`config.mk`:
```
export PLATFORM = sky130hd
export DESIGN_NAME = segment_select_sequencer
export DESIGN_NICKNAME = d
export VERILOG_FILES = /design/src/rtl/segment_select_sequencer.sv
export SDC_FILE = /design/constraint.sdc
export NUM_CORES = 1
export LEC_CHECK = 0
export CAP_MARGIN = 20
export CORE_UTILIZATION = 40
export CTS_CLUSTER_SIZE = 16
export DETAILED_ROUTE_END_ITERATION = 8
export GPL_ROUTABILITY_DRIVEN = 1
export PLACE_DENSITY = 0.73
export SLEW_MARGIN = 20
export SYNTH_ARGS = -nofsm -noshare
export SYNTH_HDL_FRONTEND = slang
export SYNTH_SLANG_ARGS = --single-unit
```
`constraint.sdc`:
```
create_clock -name in_clock -period 2.62 [get_ports in_clock]
set_input_delay 0.524 -clock in_clock [delete_from_list [all_inputs] [get_ports in_clock]]
set_output_delay 0.524 -clock in_clock [all_outputs]
set_load 0.01 [all_outputs]
```
`src/rtl/segment_select_sequencer.sv`:
```
// Walks the per-variable bound table through the segment selector and streams each
// captured segment downstream. Define SEGSEQ_SWEEP_CNT_EN to add the out_sweep_cnt counter.
module segment_select_sequencer #(
  parameter int NUM_VARS    = 8,
  parameter int IDX_W       = 3,
  parameter int DATA_W      = 8,
  parameter int SEL_LATENCY = 2
) (
  input  logic                     in_clock,
  input  logic                     in_reset,
  input  logic                     in_start,
  input  logic                     in_abort,
  input  logic                     in_cfg_we,
  input  logic [IDX_W-1:0]         in_cfg_addr,
  input  logic signed [DATA_W-1:0] in_cfg_less,
  input  logic signed [DATA_W-1:0] in_cfg_more,
  input  logic [1:0]               in_cfg_flag,
  output logic                     out_cfg_err,
  output logic                     out_sel_enable,
  output logic signed [DATA_W-1:0] out_sel_less,
  output logic signed [DATA_W-1:0] out_sel_more,
  output logic [1:0]               out_sel_flag,
  input  logic [1:0]               in_seg_type,
  input  logic signed [DATA_W-1:0] in_seg_from,
  input  logic signed [DATA_W-1:0] in_seg_to,
  input  logic signed [DATA_W-1:0] in_seg_weight,
  output logic                     out_seg_valid,
  input  logic                     in_seg_ready,
  output logic [IDX_W-1:0]         out_seg_index,
  output logic [1:0]               out_seg_type,
  output logic signed [DATA_W-1:0] out_seg_from,
  output logic signed [DATA_W-1:0] out_seg_to,
  output logic signed [DATA_W-1:0] out_seg_weight,
  output logic                     out_busy,
  output logic                     out_done
`ifdef SEGSEQ_SWEEP_CNT_EN
  ,
  output logic [15:0]              out_sweep_cnt
`endif
);

  localparam int CNT_W = (SEL_LATENCY > 1) ? $clog2(SEL_LATENCY) : 1;
  localparam logic [IDX_W-1:0] LAST_IDX = IDX_W'(NUM_VARS - 1);
  localparam logic [CNT_W-1:0] CNT_INIT = CNT_W'(SEL_LATENCY - 1);

  typedef enum logic [2:0] {
    ST_IDLE,
    ST_SCAN,
    ST_ISSUE,
    ST_WAIT,
    ST_OUT,
    ST_DONE
  } state_e;

  state_e                          state_q, state_d;
  logic [IDX_W-1:0]                idx_q, idx_d;
  logic [CNT_W-1:0]                cnt_q, cnt_d;
  logic [NUM_VARS-1:0][DATA_W-1:0] tbl_less_q, tbl_less_d;
  logic [NUM_VARS-1:0][DATA_W-1:0] tbl_more_q, tbl_more_d;
  logic [NUM_VARS-1:0][1:0]        tbl_flag_q, tbl_flag_d;
  logic                            valid_q, valid_d;
  logic [1:0]                      seg_type_q, seg_type_d;
  logic [DATA_W-1:0]               seg_from_q, seg_from_d;
  logic [DATA_W-1:0]               seg_to_q, seg_to_d;
  logic [DATA_W-1:0]               seg_weight_q, seg_weight_d;
  logic                            cfg_err_q, cfg_err_d;

  logic addr_ok;
  logic cfg_commit;
  logic at_last;

  // Widened compare so NUM_VARS == 2**IDX_W still fits the constant.
  assign addr_ok    = ({1'b0, in_cfg_addr} < (IDX_W + 1)'(NUM_VARS));
  assign cfg_commit = in_cfg_we && (state_q == ST_IDLE) && addr_ok;
  assign at_last    = (idx_q == LAST_IDX);

  always_comb begin
    // NOTE: every variable gets a default before any branch, so no path can infer a latch.
    state_d      = state_q;
    idx_d        = idx_q;
    cnt_d        = cnt_q;
    valid_d      = valid_q;
    seg_type_d   = seg_type_q;
    seg_from_d   = seg_from_q;
    seg_to_d     = seg_to_q;
    seg_weight_d = seg_weight_q;
    tbl_less_d   = tbl_less_q;
    tbl_more_d   = tbl_more_q;
    tbl_flag_d   = tbl_flag_q;
    cfg_err_d    = in_cfg_we && !cfg_commit;

    if (cfg_commit) begin
      tbl_less_d[in_cfg_addr] = in_cfg_less;
      tbl_more_d[in_cfg_addr] = in_cfg_more;
      tbl_flag_d[in_cfg_addr] = in_cfg_flag;
    end

    case (state_q)
      ST_IDLE: begin
        if (in_start) begin
          state_d = ST_SCAN;
          idx_d   = '0;
        end
      end
      ST_SCAN: begin
        if (tbl_flag_q[idx_q] == 2'd0) begin
          if (at_last) begin
            state_d = ST_DONE;
          end else begin
            idx_d = idx_q + IDX_W'(1);
          end
        end else begin
          state_d = ST_ISSUE;
        end
      end
      ST_ISSUE: begin
        cnt_d   = CNT_INIT;
        state_d = ST_WAIT;
      end
      ST_WAIT: begin
        if (cnt_q == '0) begin
          seg_type_d   = in_seg_type;
          seg_from_d   = in_seg_from;
          seg_to_d     = in_seg_to;
          seg_weight_d = in_seg_weight;
          valid_d      = 1'b1;
          state_d      = ST_OUT;
        end else begin
          cnt_d = cnt_q - CNT_W'(1);
        end
      end
      ST_OUT: begin
        if (valid_q && in_seg_ready) begin
          valid_d = 1'b0;
          if (at_last) begin
            state_d = ST_DONE;
          end else begin
            idx_d   = idx_q + IDX_W'(1);
            state_d = ST_SCAN;
          end
        end
      end
      ST_DONE: begin
        state_d = ST_IDLE;
        idx_d   = '0;
      end
      default: begin
        state_d = ST_IDLE;
        idx_d   = '0;
        valid_d = 1'b0;
      end
    endcase

    // Abort overrides every transition above, including a start seen in IDLE.
    if (in_abort) begin
      state_d = ST_IDLE;
      idx_d   = '0;
      valid_d = 1'b0;
    end
  end

  always_ff @(posedge in_clock) begin
    if (in_reset) begin
      state_q      <= ST_IDLE;
      idx_q        <= '0;
      cnt_q        <= '0;
      valid_q      <= 1'b0;
      seg_type_q   <= '0;
      seg_from_q   <= '0;
      seg_to_q     <= '0;
      seg_weight_q <= '0;
      cfg_err_q    <= 1'b0;
      // NOTE: the bound table is reset on purpose: a sweep after reset must see every entry as skip.
      tbl_less_q   <= '0;
      tbl_more_q   <= '0;
      tbl_flag_q   <= '0;
    end else begin
      // NOTE: non-blocking assignments so every flop samples the pre-edge value of its peers.
      state_q      <= state_d;
      idx_q        <= idx_d;
      cnt_q        <= cnt_d;
      valid_q      <= valid_d;
      seg_type_q   <= seg_type_d;
      seg_from_q   <= seg_from_d;
      seg_to_q     <= seg_to_d;
      seg_weight_q <= seg_weight_d;
      cfg_err_q    <= cfg_err_d;
      tbl_less_q   <= tbl_less_d;
      tbl_more_q   <= tbl_more_d;
      tbl_flag_q   <= tbl_flag_d;
    end
  end

  assign out_cfg_err    = cfg_err_q;
  assign out_sel_enable = (state_q == ST_ISSUE);
  assign out_sel_less   = tbl_less_q[idx_q];
  assign out_sel_more   = tbl_more_q[idx_q];
  assign out_sel_flag   = tbl_flag_q[idx_q];
  assign out_seg_valid  = valid_q;
  assign out_seg_index  = idx_q;
  assign out_seg_type   = seg_type_q;
  assign out_seg_from   = seg_from_q;
  assign out_seg_to     = seg_to_q;
  assign out_seg_weight = seg_weight_q;
  assign out_busy       = (state_q != ST_IDLE);
  assign out_done       = (state_q == ST_DONE);

`ifdef SEGSEQ_SWEEP_CNT_EN
  logic [15:0] sweep_cnt_q, sweep_cnt_d;

  // Abort never reaches DONE, so only completed sweeps are counted.
  always_comb begin
    sweep_cnt_d = sweep_cnt_q + {15'd0, (state_q == ST_DONE)};
  end

  always_ff @(posedge in_clock) begin
    if (in_reset) begin
      sweep_cnt_q <= '0;
    end else begin
      sweep_cnt_q <= sweep_cnt_d;
    end
  end

  assign out_sweep_cnt = sweep_cnt_q;
`endif

  a_valid_hold: assert property (@(posedge in_clock) disable iff (in_reset)
    (valid_q && !in_seg_ready && !in_abort) |=> valid_q);

  a_payload_hold: assert property (@(posedge in_clock) disable iff (in_reset)
    (valid_q && !in_seg_ready && !in_abort)
      |=> $stable({idx_q, seg_type_q, seg_from_q, seg_to_q, seg_weight_q}));

  a_idx_range: assert property (@(posedge in_clock) disable iff (in_reset)
    idx_q <= LAST_IDX);

endmodule

```
==> flow_summary_export.csv <==
group,metric,value,unit
run_status,status,"complete, no violations",
clock_tree,cts_sinks,179,
clock_tree,cts_hold_buf,0,
global_route,grt_pass1_vias,6221,
cells_and_area,nets,1054,
sta,slew_headroom,0.440,
synth,async_reset_ff_frac,0,
sta,period_share,0.998,
clock_tree,clkTransAtPathRegs,0.06,ns
sta,hold_viol_final,0,
setup_path,cp-start-kind,"flip-flop",
cells_and_area,final_core_util,0.523,
global_route,antenna_found_initial,0,
sta,min_period,2.61,ns
sta,setup_violations,0,
routing,final_antenna_net_count,0,
floorplan,start_util,0.408,
routing,vias,6685,
power,peakVddDrop,0.448,mV
power,p_leak,3.31,nW
cells_and_area,nFillCells,1672,
sta,fmax,0.383,GHz
global_route,grtUsageTotal,0.218,
synth,ys_seq_elements,179,
floorplan,ios,105,
clock_tree,cts_buffers,17,
setup_path,cp-end-kind,"primary output",
floorplan,fp.dieW,140,um
clock_tree,cts_max_path_buffers,2,
job,drv_cap,0,
sta,finalSetupTns,0,ns
routing,wl_per_cell,16.7,um
routing,wirelength,20800,um
routing,drtPass1Iterations,5,
routing,via_per_inst,5.37,
synth,synth_area_per_cell,8.46,um^2
synth,synth.net_count,953,
floorplan,fp.dieArea,0.0195,mm^2
clock_tree,htreeDepth,4,
cells_and_area,drive_gt1_frac,0.170,
floorplan,core_area,0.0186,mm^2
cells_and_area,diodes,0,
floorplan,row_count,50,
setup_path,crit_type,"flip-flop to primary output",
global_route,grt_overflow,0,
cells_and_area,syn2layout_area_growth,28.5,%
placed_design,place_congestion,0.808,
synth,yosys_warnings,0,
sta,skew,0.00684,ns
synth,synth_ff_type,"dfxtp_1",
placed_design,io_buffers,104,
power,power_density,591,mW/mm^2
synth,syn_inst,898,
clock_tree,clkLatencyLatePin,0.43,ns
sta,tightestPinTransition,0.840,ns
synth,synth_edf_count,0,
global_route,grt_pass1_wl,33400,um
setup_path,cp.arrival,2.09,ns
setup_path,critical_path_required,2.10,ns
synth,yosysSeqAreaShare,0.472,
routing,drc,0,
floorplan,die_h,140,um
sta,drv_slew,0,
synth,ys_types,42,
placed_design,hpwlAfterDp,13000,um
hold_path,hold_class,"input pin to flip-flop",
clock_tree,clock-root-buffer,"clkbuf_16",
synth,synth.cell_area,0.00760,mm^2
routing,drt_iter0_drc,691,
clock_tree,cts_tree,"yes",
setup_path,cp_max_fo,6,
sta,rsz0062_at_grt,"true",
global_route,grt_start_max_net_pins,174,
placed cells by master (no fill, tap or decap), types with 3 or more instances in the layout:
| master | count |
|---|---|
| nor3_1 | 3 |
| nor3_2 | 4 |
| mux2_4 | 5 |
| clkbuf_16 | 17 |
| nor2_1 | 10 |
| nand3b_1 | 3 |
| buf_6 | 6 |
| clkinv_4 | 3 |
| buf_2 | 3 |
| clkinvlp_4 | 5 |
| or3_1 | 4 |
| a21oi_1 | 174 |
| mux4_2 | 36 |
| nand2_1 | 344 |
| dfxtp_1 | 176 |
| buf_12 | 7 |
| clkdlybuf4s15_1 | 8 |
| nand3_1 | 3 |
| inv_1 | 4 |
| clkbuf_2 | 4 |
| nor3b_2 | 4 |
| mux2_2 | 13 |
| o21ai_0 | 4 |
| clkdlybuf4s50_1 | 85 |
| buf_4 | 44 |
| a22o_1 | 3 |
metal layers:
metal / GRT usage / share of wire
met1: 0.284 / 0.43
met2: 0.350 / 0.48
met3: 0.0471 / 0.070
met4: 0.0902 / 0.025
met5: 0 / 0
stage by stage:
step | power [W] | cells | area (um^2) | worst slack (ns) | hold slack, ns
floorplan | 0.00310 | 898 | 7600 | 0.0938 | 0.433
global placement | 0.00329 | 1198 | 8970 | 0.142 | 0.438
detailed placement | 0.00330 | 1198 | 8970 | 0.112 | 0.444
CTS | 0.00580 | 1242 | 9700 | -0.0979 | 0.428
global route | 0.00598 | 1246 | 9760 | -0.0352 | 0.471
finish | 0.00577 | 1246 | 9760 | 0.00582 | 0.446
layout make-up:
class | count | area [um^2] | share of cell area
clock buffer | 20 | 447 | 0.0458
clock inverter | 12 | 134 | 0.0137
inverter | 5 | 18.8 | 0.00192
multi-input combinational | 635 | 3670 | 0.376
sequential | 179 | 3590 | 0.368
tap | 234 | 293 | 0.0300
timing repair buffer | 161 | 1610 | 0.165
where the power goes:
part	switching, W	internal (W)	leakage, nW
logic	0.000249	0.000221	1.59
clock network	0.00107	0.00143	0.268
registers	0.0000307	0.00277	1.45
total	0.00135	0.00442	3.31
worst max-delay path: stages (launching register included):
cell,delay [ns]
dfxtp_4,0.42
buf_6,0.13
buf_12,0.10
buf_16,0.10
mux4_2,0.49
mux2_4,0.29
buf_6,0.13
state kept, by name, summed over array words and instances, names as in the netlist:
name and count:
cnt_q 1, out_seg_valid 1, out_seg_to 8, out_seg_index 3, out_seg_from 8, tbl_less_q 64
out_cfg_err 1, out_seg_weight 8, state_q 3, tbl_more_q 64, out_seg_type 2, tbl_flag_q 16
logic make-up (layout without fill, tap and decap cells):
kind of cell	count (synthesis)	in the layout	share of synthesized area
and+or+nand+nor	385	385	0.207
buffers and inverters	84	198	0.0481
adders and majority gates	2	2	0.00329
muxes	55	55	0.135
xor gates and xnor gates	1	1	0.00115
AOI/OAI and AO/OA	192	192	0.134
DFF	179	179	0.472
timing repair:
action | 4_1_cts | 5_1_grt
gates cloned | 3 | 0
setup buffers | 9 | 6
endpoints found under the setup margin | 18 | 15
gates resized for setup | 44 | 28
cells in the mapped netlist (all sizes together), types with 3 or more instances:
| cell type | n | area share |
|---|---|---|
| dfxtp | 179 | 0.47 |
| nand3 | 3 | 0.0020 |
| or2 | 3 | 0.0028 |
| inv | 5 | 0.0025 |
| mux2 | 19 | 0.029 |
| nand3b | 4 | 0.0044 |
| o21ai | 4 | 0.0026 |
| or3 | 4 | 0.0033 |
| nand2 | 344 | 0.17 |
| nor3b | 5 | 0.0076 |
| a22o | 3 | 0.0035 |
| nor3 | 7 | 0.0066 |
| nor2 | 10 | 0.0049 |
| buf | 39 | 0.026 |
| mux4 | 36 | 0.11 |
| a21oi | 174 | 0.11 |
| a211oi | 3 | 0.0036 |
| clkbuf | 40 | 0.020 |
path summary, 6_finish.rpt:
check / startpoint / end / slack [ns] / cells past startpoint
worst min-delay path: in_reset / out_seg_valid / 0.45 / 3
worst max-delay path: out_seg_index[0] / out_sel_more[6] / 0.006 / 6
worst max register to register: out_seg_index[0] / out_seg_index[0] / 0.33 / 10
worst min register to register: out_seg_from[0] / out_seg_from[0] / 0.45 / 2
(Power assumes the default switching activity.)
